$ cat src/rtl/complex_multiplier_pipe.sv
// complex_multiplier_pipe
//   Valid-tagged 3-stage pipelined complex multiplier for the FFT butterfly:
//   (a + bi) * (c + di), with c + di the twiddle. The twiddle may optionally
//   be conjugated per sample (IFFT direction).
//
//   Stage 1 : four full-precision signed products ac, bd, ad, bc (registered)
//   Stage 2 : 2W+1-bit sum/difference plus rounding constant (registered)
//   Stage 3 : arithmetic shift by F, saturate or wrap, overflow flag (registered)
//
// Ports
//   i_clk, i_rst        clock, synchronous active-high reset
//   i_en                pipeline advance; 0 holds every pipeline register
//   i_valid, i_conj     sample valid, conjugate-twiddle select
//   i_tag               sideband carried alongside the sample
//   i_data_re/im        a, b  (signed W)
//   i_tw_re/im          c, d  (signed W)
//   i_clr_ovf           clears the sticky overflow (works while stalled)
//   o_valid, o_tag      output valid and its tag
//   o_re, o_im          result components (signed W)
//   o_ovf               overflow of either component, aligned with o_valid
//   o_ovf_sticky        sticky OR of o_ovf since reset / last clear

// One result component: x +/- y, round, shift, clamp. Real uses (ac, bd),
// imaginary uses (bc, ad); the conjugate only flips which one subtracts, so
// d = -2^(W-1) never has to be negated.
module complex_multiplier_lane #(
  parameter int W   = 16,
  parameter int F   = 15,
  parameter int RND = 1,
  parameter int SAT = 1
) (
  input  logic           i_clk,
  input  logic           i_rst,
  input  logic           i_en,
  input  logic           i_vld,      // stage-2 valid, qualifies the flag
  input  logic           i_sub,      // 1: x - y, 0: x + y
  input  logic [2*W-1:0] i_px,
  input  logic [2*W-1:0] i_py,
  output logic [W-1:0]   o_res,
  output logic           o_ovf,      // registered, valid-qualified
  output logic           o_ovf_nxt   // value o_ovf takes at the next edge
);
  localparam int SW = 2*W + 1;
  localparam logic [SW-1:0] RND_K = (RND != 0) ? (SW'(1) << (F-1)) : '0;
  localparam logic [W-1:0]  MAXV  = {1'b0, {(W-1){1'b1}}};
  localparam logic [W-1:0]  MINV  = {1'b1, {(W-1){1'b0}}};

  logic signed [SW-1:0] x_ext, y_ext, sum_d, sum_q, shr;
  logic [SW-W:0]        hi;
  logic                 ovf_c;
  logic [W-1:0]         res_c;

  assign x_ext = $signed({i_px[2*W-1], i_px});
  assign y_ext = $signed({i_py[2*W-1], i_py});
  // Rounding constant is folded in after the full-precision sum so that
  // round-half-up applies to the exact result, not to each product.
  assign sum_d = (i_sub ? (x_ext - y_ext) : (x_ext + y_ext)) + $signed(RND_K);

  always_ff @(posedge i_clk) begin
    if (i_rst)     sum_q <= '0;
    else if (i_en) sum_q <= sum_d;
  end

  assign shr = sum_q >>> F;
  // In range iff every bit from the W-bit sign position upward agrees.
  assign hi        = shr[SW-1:W-1];
  assign ovf_c     = !((&hi) || !(|hi));
  assign res_c     = (SAT != 0 && ovf_c) ? (shr[SW-1] ? MINV : MAXV) : shr[W-1:0];
  assign o_ovf_nxt = i_vld & ovf_c;

  always_ff @(posedge i_clk) begin
    if (i_rst) begin
      o_res <= '0;
      o_ovf <= 1'b0;
    end else if (i_en) begin
      o_res <= res_c;
      o_ovf <= o_ovf_nxt;
    end
  end
endmodule

module complex_multiplier_pipe #(
  parameter int W     = 16,
  parameter int F     = 15,
  parameter int TAG_W = 8,
  parameter int RND   = 1,
  parameter int SAT   = 1
) (
  input  logic             i_clk,
  input  logic             i_rst,
  input  logic             i_en,
  input  logic             i_valid,
  input  logic             i_conj,
  input  logic [TAG_W-1:0] i_tag,
  input  logic [W-1:0]     i_data_re,
  input  logic [W-1:0]     i_data_im,
  input  logic [W-1:0]     i_tw_re,
  input  logic [W-1:0]     i_tw_im,
  input  logic             i_clr_ovf,
  output logic             o_valid,
  output logic [TAG_W-1:0] o_tag,
  output logic [W-1:0]     o_re,
  output logic [W-1:0]     o_im,
  output logic             o_ovf,
  output logic             o_ovf_sticky
);
  localparam int STAGES = 3;
  localparam int NL     = 2;   // lane 0 = real, lane 1 = imaginary

  logic [STAGES:0]             vld_pipe;
  logic [STAGES:1][TAG_W-1:0]  tag_pipe;
  logic                        conj_q;
  logic signed [2*W-1:0]       p_ac, p_bd, p_ad, p_bc;

  logic [NL-1:0][2*W-1:0]      px, py;
  logic [NL-1:0]               sub;
  logic [NL-1:0][W-1:0]        res;
  logic [NL-1:0]               ovf_q, ovf_nxt;

  // Valid and tag shift alongside the data; bubbles move like samples.
  assign vld_pipe[0] = i_valid;

  always_ff @(posedge i_clk) begin
    if (i_rst) begin
      vld_pipe[STAGES:1] <= '0;
      tag_pipe           <= '0;
    end else if (i_en) begin
      vld_pipe[STAGES:1] <= vld_pipe[STAGES-1:0];
      tag_pipe           <= {tag_pipe[STAGES-1:1], i_tag};
    end
  end

  // Stage 1: bare registered multiplies straight off the ports so each maps
  // onto a DSP block with its output register.
  always_ff @(posedge i_clk) begin
    if (i_rst) begin
      p_ac   <= '0;
      p_bd   <= '0;
      p_ad   <= '0;
      p_bc   <= '0;
      conj_q <= 1'b0;
    end else if (i_en) begin
      p_ac   <= (2*W)'($signed(i_data_re)) * (2*W)'($signed(i_tw_re));
      p_bd   <= (2*W)'($signed(i_data_im)) * (2*W)'($signed(i_tw_im));
      p_ad   <= (2*W)'($signed(i_data_re)) * (2*W)'($signed(i_tw_im));
      p_bc   <= (2*W)'($signed(i_data_im)) * (2*W)'($signed(i_tw_re));
      conj_q <= i_conj;
    end
  end

  // re: conj ? ac + bd : ac - bd      im: conj ? bc - ad : bc + ad
  assign px[0]  = p_ac;
  assign py[0]  = p_bd;
  assign sub[0] = ~conj_q;
  assign px[1]  = p_bc;
  assign py[1]  = p_ad;
  assign sub[1] = conj_q;

  for (genvar g = 0; g < NL; g++) begin : g_lane
    complex_multiplier_lane #(.W(W), .F(F), .RND(RND), .SAT(SAT)) u_lane (
      .i_clk     (i_clk),
      .i_rst     (i_rst),
      .i_en      (i_en),
      .i_vld     (vld_pipe[2]),
      .i_sub     (sub[g]),
      .i_px      (px[g]),
      .i_py      (py[g]),
      .o_res     (res[g]),
      .o_ovf     (ovf_q[g]),
      .o_ovf_nxt (ovf_nxt[g])
    );
  end

  assign o_valid = vld_pipe[STAGES];
  assign o_tag   = tag_pipe[STAGES];
  assign o_re    = res[0];
  assign o_im    = res[1];
  assign o_ovf   = |ovf_q;

  // Sticky rises on the same edge as o_ovf. Clear is not gated by i_en, and
  // a coincident set beats the clear.
  always_ff @(posedge i_clk) begin
    if (i_rst)                    o_ovf_sticky <= 1'b0;
    else if (i_en && (|ovf_nxt))  o_ovf_sticky <= 1'b1;
    else if (i_clr_ovf)           o_ovf_sticky <= 1'b0;
  end
endmodule

$ cat config.mk
export PLATFORM = sky130hd
export DESIGN_NAME = complex_multiplier_pipe
export DESIGN_NICKNAME = d
export VERILOG_FILES = /design/src/rtl/complex_multiplier_pipe.sv
export SDC_FILE = /design/constraint.sdc
export NUM_CORES = 2
export LEC_CHECK = 0
export BUFFER_PORTS_ARGS = -buffer_cell sky130_fd_sc_hd__buf_2
export CAP_MARGIN = 20
export CELL_PAD_IN_SITES_DETAIL_PLACEMENT = 1
export CELL_PAD_IN_SITES_GLOBAL_PLACEMENT = 1
export CORE_ASPECT_RATIO = 1.1
export CORE_MARGIN = 10
export CORE_UTILIZATION = 47
export CTS_BUF_LIST = sky130_fd_sc_hd__clkbuf_4 sky130_fd_sc_hd__clkbuf_8
export CTS_CLUSTER_DIAMETER = 80
export DETAILED_ROUTE_END_ITERATION = 8
export GPL_TIMING_DRIVEN = 0
export PLACE_DENSITY = 0.77
export SETUP_SLACK_MARGIN = 0.5
export SYNTH_ARGS = -nofsm -noshare
export SYNTH_HDL_FRONTEND = slang
export SYNTH_SLANG_ARGS = --single-unit
$ cat constraint.sdc
create_clock -name i_clk -period 7.6 [get_ports i_clk]
set_input_delay 1.52 -clock i_clk [delete_from_list [all_inputs] [get_ports i_clk]]
set_output_delay 1.52 -clock i_clk [all_outputs]
set_load 0.02 [all_outputs]
-- After elaboration in Yosys (flattened, before gate mapping)
Cells that the tools add are included.
- logic and storage cells: 50
- bits in registers: 257
- $add $sub $neg: 6
- reductions and logical operators: 14
- $mul: 4
- mux-type cells: 8
- bitwise operators: 2
- operators by type and width (cell ; number):
    multiplier 16 x 16 -> 32 bit ; 4
    adder 32 x 32 -> 33 bit ; 2
    adder 33 x 16 -> 33 bit, second input constant ; 2
    2-to-1 mux 33 bit ; 2
    subtractor 32 x 32 -> 33 bit ; 2
    2-to-1 mux 16 bit ; 4
    AND reduction 3 bit ; 2
    OR reduction 3 bit ; 2
    logical NOT 1 bit ; 4
    OR reduction 2 bit ; 2
    bitwise AND 1 bit ; 2
    logical OR 1 bit ; 2
    2-to-1 mux 1 bit ; 2
    nonzero test 2 bit ; 1
    logical AND 1 bit ; 1

-- Longest topological paths before layout
- depth after elaboration: 8
- gate-level depth with buffers: 27
- mapped depth without buffers: 26

-- By module
From an unflattened synthesis, not the netlist that was laid out.
- cell total of the unflattened synthesis: 6001
- area total of the unflattened synthesis: 52912.0 µm²
- modules (own cells, without submodules) (module ; area each (µm²) ; times used ; cells each ; seq. area each (µm²)):
    complex_multiplier_pipe ; 44776.7 ; 1 ; 4897 ; 3143.0
    complex_multiplier_lane ; 4067.7 ; 2 ; 552 ; 700.7

-- Worst setup path before layout
OpenSTA, ideal clock, no wires.
- path kind: input-to-reg
- start: input i_data_im[11]
- end: register p_bd[28]
- data arrival time: 7.636 ns
- setup slack: -0.153 ns
- required time: 7.484 ns
- setup time: 0.116 ns
- stages: 23
- buffers on the path: 1
- cell sequence: clkbuf_1 > nand2_1 > fa_1 > fa_1 > fa_1 > inv_1 > fa_1 > fa_1 > inv_1 > fa_1 > inv_1 > ha_1 > a21o_1 > a221o_1 > a2111oi_0 > a21oi_1 > nor3_1 > a21oi_1 > a31oi_1 > o21ai_0 > a31oi_1 > mux2_2 > a31o_2
- cells in the longest elaborated chain, start to end: 1
- RTL lines (what ; line ; source):
    start: declaration ; 96 ; input logic [W-1:0] i_data_im,
    multiplier 16 x 16 -> 32 bit ; 144 ; p_bd <= (2*W)'($signed(i_data_im)) * (2*W)'($signed(i_tw_im));
    end signal: assignment ; 144 ;
    end: declaration ; 113 ; logic signed [2*W-1:0] p_ac, p_bd, p_ad, p_bc;
Every way passes these cells.
A chain may end at the register's enable or synchronous reset.

-- Worst setup path after layout
- start: input i_tw_im[12]
- end: register p_bd[28]
- cells in the longest elaborated chain, start to end: 1
- RTL lines (what ; line ; source):
    start: declaration ; 98 ; input logic [W-1:0] i_tw_im,
    multiplier 16 x 16 -> 32 bit ; 144 ;
Every way passes these cells.

==> qor.json <==
{
  "run_status": {
    "run_status": "finished with violations",
    "violations_in_the_final_reports": "max-capacitance violations, max-slew violations, negative setup slack"
  },
  "setup_path": {
    "worstSetupPathType": "in2reg",
    "path_max_fanout": 10,
    "worstPathArrival_ns": 8.36,
    "critPathLaunchType": "primary input",
    "crit_path_end_kind": "flip-flop",
    "worst-endpoint-required_ns": 8.04
  },
  "grt": {
    "grt_start_max_net_pins": 12,
    "gr-usage-all-layers_pct": 34.0,
    "grt_pass1_vias": 48412,
    "grt_antenna_before_repair": 40,
    "grt_first_pass_wirelength_um": 313000,
    "grt_remaining_overflow": 0
  },
  "clock_network": {
    "post_cts_hold_buffer_count": 0,
    "cts_htree_levels": 2,
    "clock_sink_count": 227,
    "numCtsBuffers": 34,
    "cts_root_buf": "clkbuf_8",
    "clock_tree.buffer_depth": 3,
    "tritoncts_clock_tree": "yes",
    "clk_transition_reported_paths_ns": 0.06,
    "clkLatencyLatePin_ns": 0.59
  },
  "timing": {
    "report.final.slew_viol_count": 2,
    "timing_worst_slew_pin_value_ns": 1.87,
    "hold_viol": 0,
    "max_clock_freq_mhz": 126,
    "setup_tns_ns": -1.11,
    "timing.clock.skew_ns": 0.0433,
    "fin_worst_hold_slack_ns": 0.461,
    "worst_case_setup_margin_in_the_final_layout_ns": -0.323,
    "grt_setup_unrepaired": "yes",
    "finalCritPeriodShare_pct": 104,
    "setup_viol": 8,
    "worst_slew_margin_rel_pct": -25.7,
    "layout_min_cycle_time_ns": 7.92
  },
  "yosys": {
    "ys_dominant_reg_cell": "dfxtp_1",
    "yosysWarnings": 0,
    "synthSimpleGateAreaFrac_pct": 16.5,
    "synth_edf_count": 0,
    "yosys.cell_types.count": 86,
    "synth.avg_cell_area_um2": 8.88,
    "synth_mux_area_share_pct": 2.36,
    "main_combinational_cell_family_by_area_after_synthesis": "adder cells",
    "synth_seq_cells": 227,
    "xor_and_xnor_area_share_after_synthesis_pct": 4.37,
    "asyncSetResetFlopFracSynth_pct": 0,
    "synth-compound-area-share_pct": 7.42,
    "ys_seq_area_share_pct": 8.76,
    "synth.cell_area_um2": 51900,
    "synth_fa_ha_area_share_pct": 50.0,
    "synthesis.nets": 7361,
    "postSynthCellCount": 5841
  },
  "die": {
    "core_area_um2": 109000,
    "floorplan.initialDensity_pct": 47.5,
    "num_io_pins": 121,
    "die_width_um": 337,
    "number_of_standard_cell_rows_in_the_floorplan": 127,
    "chip_height_um": 368,
    "floorplan.die_area_um2": 124000
  },
  "final_layout": {
    "multi_input_comb_area_um2": 43800,
    "fin_cells": 7694,
    "seq_cell_area_um2": 4540,
    "drive_gt1_share_pct": 15.2,
    "n_fill_cell": 12498,
    "layout.nets": 7746,
    "final_core_util_pct": 56.2,
    "synthToLayoutAreaGrowth_pct": 18.4
  },
  "detailed_routing": {
    "drt_wl_total_um": 231000,
    "dr_total_vias": 45535,
    "detail_route.vias_per_cell": 5.92,
    "drt.antenna.violating_nets": 0,
    "post-route-drc-count": 0,
    "avgRoutedWirePerCell_um": 30.1,
    "drt_pass1_iterations": 6,
    "detailedRoute.firstIterationViolations": 3509
  },
  "place": {
    "globalplace.congestion": 0.965,
    "io_buffers": 119,
    "hpwlAfterDp_um": 171000,
    "place.detailed.instances": 7383
  },
  "min_path": {
    "hold_crit_path_type": "reg2reg"
  },
  "flow_run": {
    "cap_viol_max_count": 1
  }
}
==> final cells by class <==
cell class,instances,area share (%)
multi-input combinational,4155,71.3
sequential,227,7.39
inverter,1174,7.19
buffer,285,5.19
timing repair buffer,349,4.76
tap,1419,2.89
clock buffer,52,1.08
clock inverter,8,0.118
antenna,25,0.102
==> critical path, stage by stage <==
cell and delay, ns:
buf_2 0.18, clkbuf_2 0.49, nand2_1 0.18, fa_1 0.40, inv_1 0.08, fa_1 0.43
ha_1 0.33, fa_1 0.50, fa_1 0.51, inv_1 0.06, fa_1 0.49, inv_2 0.06
ha_4 0.24, and3_4 0.19, a221o_1 0.41, a2111oi_4 0.51, a21oi_2 0.09, nor3_2 0.26
a21oi_4 0.13, a31oi_4 0.32, o21ai_4 0.13, a31oi_4 0.28, mux2_4 0.33, a31o_4 0.20
==> what timing repair did <==
action / in CTS / in global routing
pin swaps: 84 / 219
hold endpoints to repair: 0 / 0
gates cloned: 0 / 5
endpoints found under the setup margin: 72 / 63
gates resized for setup: 603 / 529
setup buffers: 86 / 134
==> metrics by stage <==
| stage | setup slack, ns | cell area (µm²) |
|---|---|---|
| 6_report | -0.323 | 61500 |
| 5_1_grt | -0.375 | 61400 |
| 3_3_place_gp | -1.67 | 54500 |
| 3_5_place_dp | -1.58 | 54500 |
| 4_1_cts | 0.0343 | 58400 |
| 2_1_floorplan | 0.273 | 52100 |
==> cells in the final DEF (no fill, tap or decap), types with 70 or more instances in the layout <==
cell / instances
clkbuf_1: 72
buf_4: 218
xnor2_1: 152
and2_1: 479
dfxtp_1: 227
mux2i_1: 118
nor2_1: 332
a21oi_1: 146
nand2_1: 579
inv_1: 1139
ha_1: 357
buf_2: 76
fa_1: 1002
o21ai_0: 70
==> cell families (layout without fill, tap and decap cells) <==
logic type | Yosys count | in the layout
AOI/OAI and AO/OA | 585 | 585
xor gates and xnor gates | 256 | 256
adders and majority gates | 1443 | 1443
buffers and inverters | 1459 | 1868
DFF | 227 | 227
muxes | 122 | 122
other | 0 | 25
and+or+nand+nor | 1749 | 1749
==> path summary, 6_finish.rpt <==
kind / start / to / slack, ns / cells past startpoint
worst min-delay path: g_lane[1].u_lane.o_res[1] / g_lane[1].u_lane.o_res[1] / 0.46 / 2
worst max register to register: p_bd[0] / g_lane[0].u_lane.sum_q[31] / 1.90 / 20
worst min register to register: g_lane[1].u_lane.o_res[1] / g_lane[1].u_lane.o_res[1] / 0.46 / 2
worst max-delay path: i_tw_im[12] / p_bd[28] / -0.32 / 24
==> cell usage after synthesis, drive strengths merged (5+ instances only) <==
cell type,n,area share (%)
a2111oi,7,0.14
a211o,7,0.12
a211oi,52,0.76
a21o,69,1.0
a21oi,175,1.7
a22oi,5,0.082
a311o,5,0.096
a31o,14,0.24
a31oi,25,0.30
a41oi,6,0.10
and2,502,6.1
and3,33,0.40
buf,31,0.29
clkbuf,254,1.8
dfxtp,227,8.8
fa,1048,40
ha,394,9.5
inv,1173,8.5
mux2i,118,2.3
nand2,586,4.2
nand2b,37,0.45
nand3,58,0.56
nand4,21,0.27
nor2,347,2.5
nor2b,13,0.16
nor3,66,0.64
nor3b,9,0.13
nor4,22,0.32
nor4b,6,0.11
o211ai,25,0.36
o21a,27,0.39
o21ai,87,0.84
o21bai,19,0.27
o22ai,8,0.11
o311ai,7,0.12
o31a,5,0.087
o31ai,10,0.14
o41ai,5,0.084
or2,9,0.11
or3,20,0.24
or4,6,0.087
xnor2,180,3.0
xor2,74,1.2
==> routing by layer <==
| metal | vias up | routed length, µm | global-route usage, % |
|---|---|---|---|
| met1 | 23191 | 79200 | 39.5 |
| met2 | 2550 | 106000 | 55.9 |
| li1 | 18673 | - | - |
| met4 | 24 | 24600 | 24.7 |
| met5 | - | 174 | 0 |
| met3 | 1097 | 21600 | 6.46 |
==> flip-flops by register name, summed over array words and instances, names as in the netlist <==
name	cells
g_lane.u_lane.sum_q	36
g_lane.u_lane.o_res	32
p_ac	32
p_ad	32
p_bc	32
p_bd	32
tag_pipe	16
o_tag	8
g_lane.u_lane.o_ovf	2
vld_pipe	2
conj_q	1
o_ovf_sticky	1
o_valid	1
Power is not shown: default switching activity piles up to over one toggle a cycle in this logic, so the estimate is an artifact.
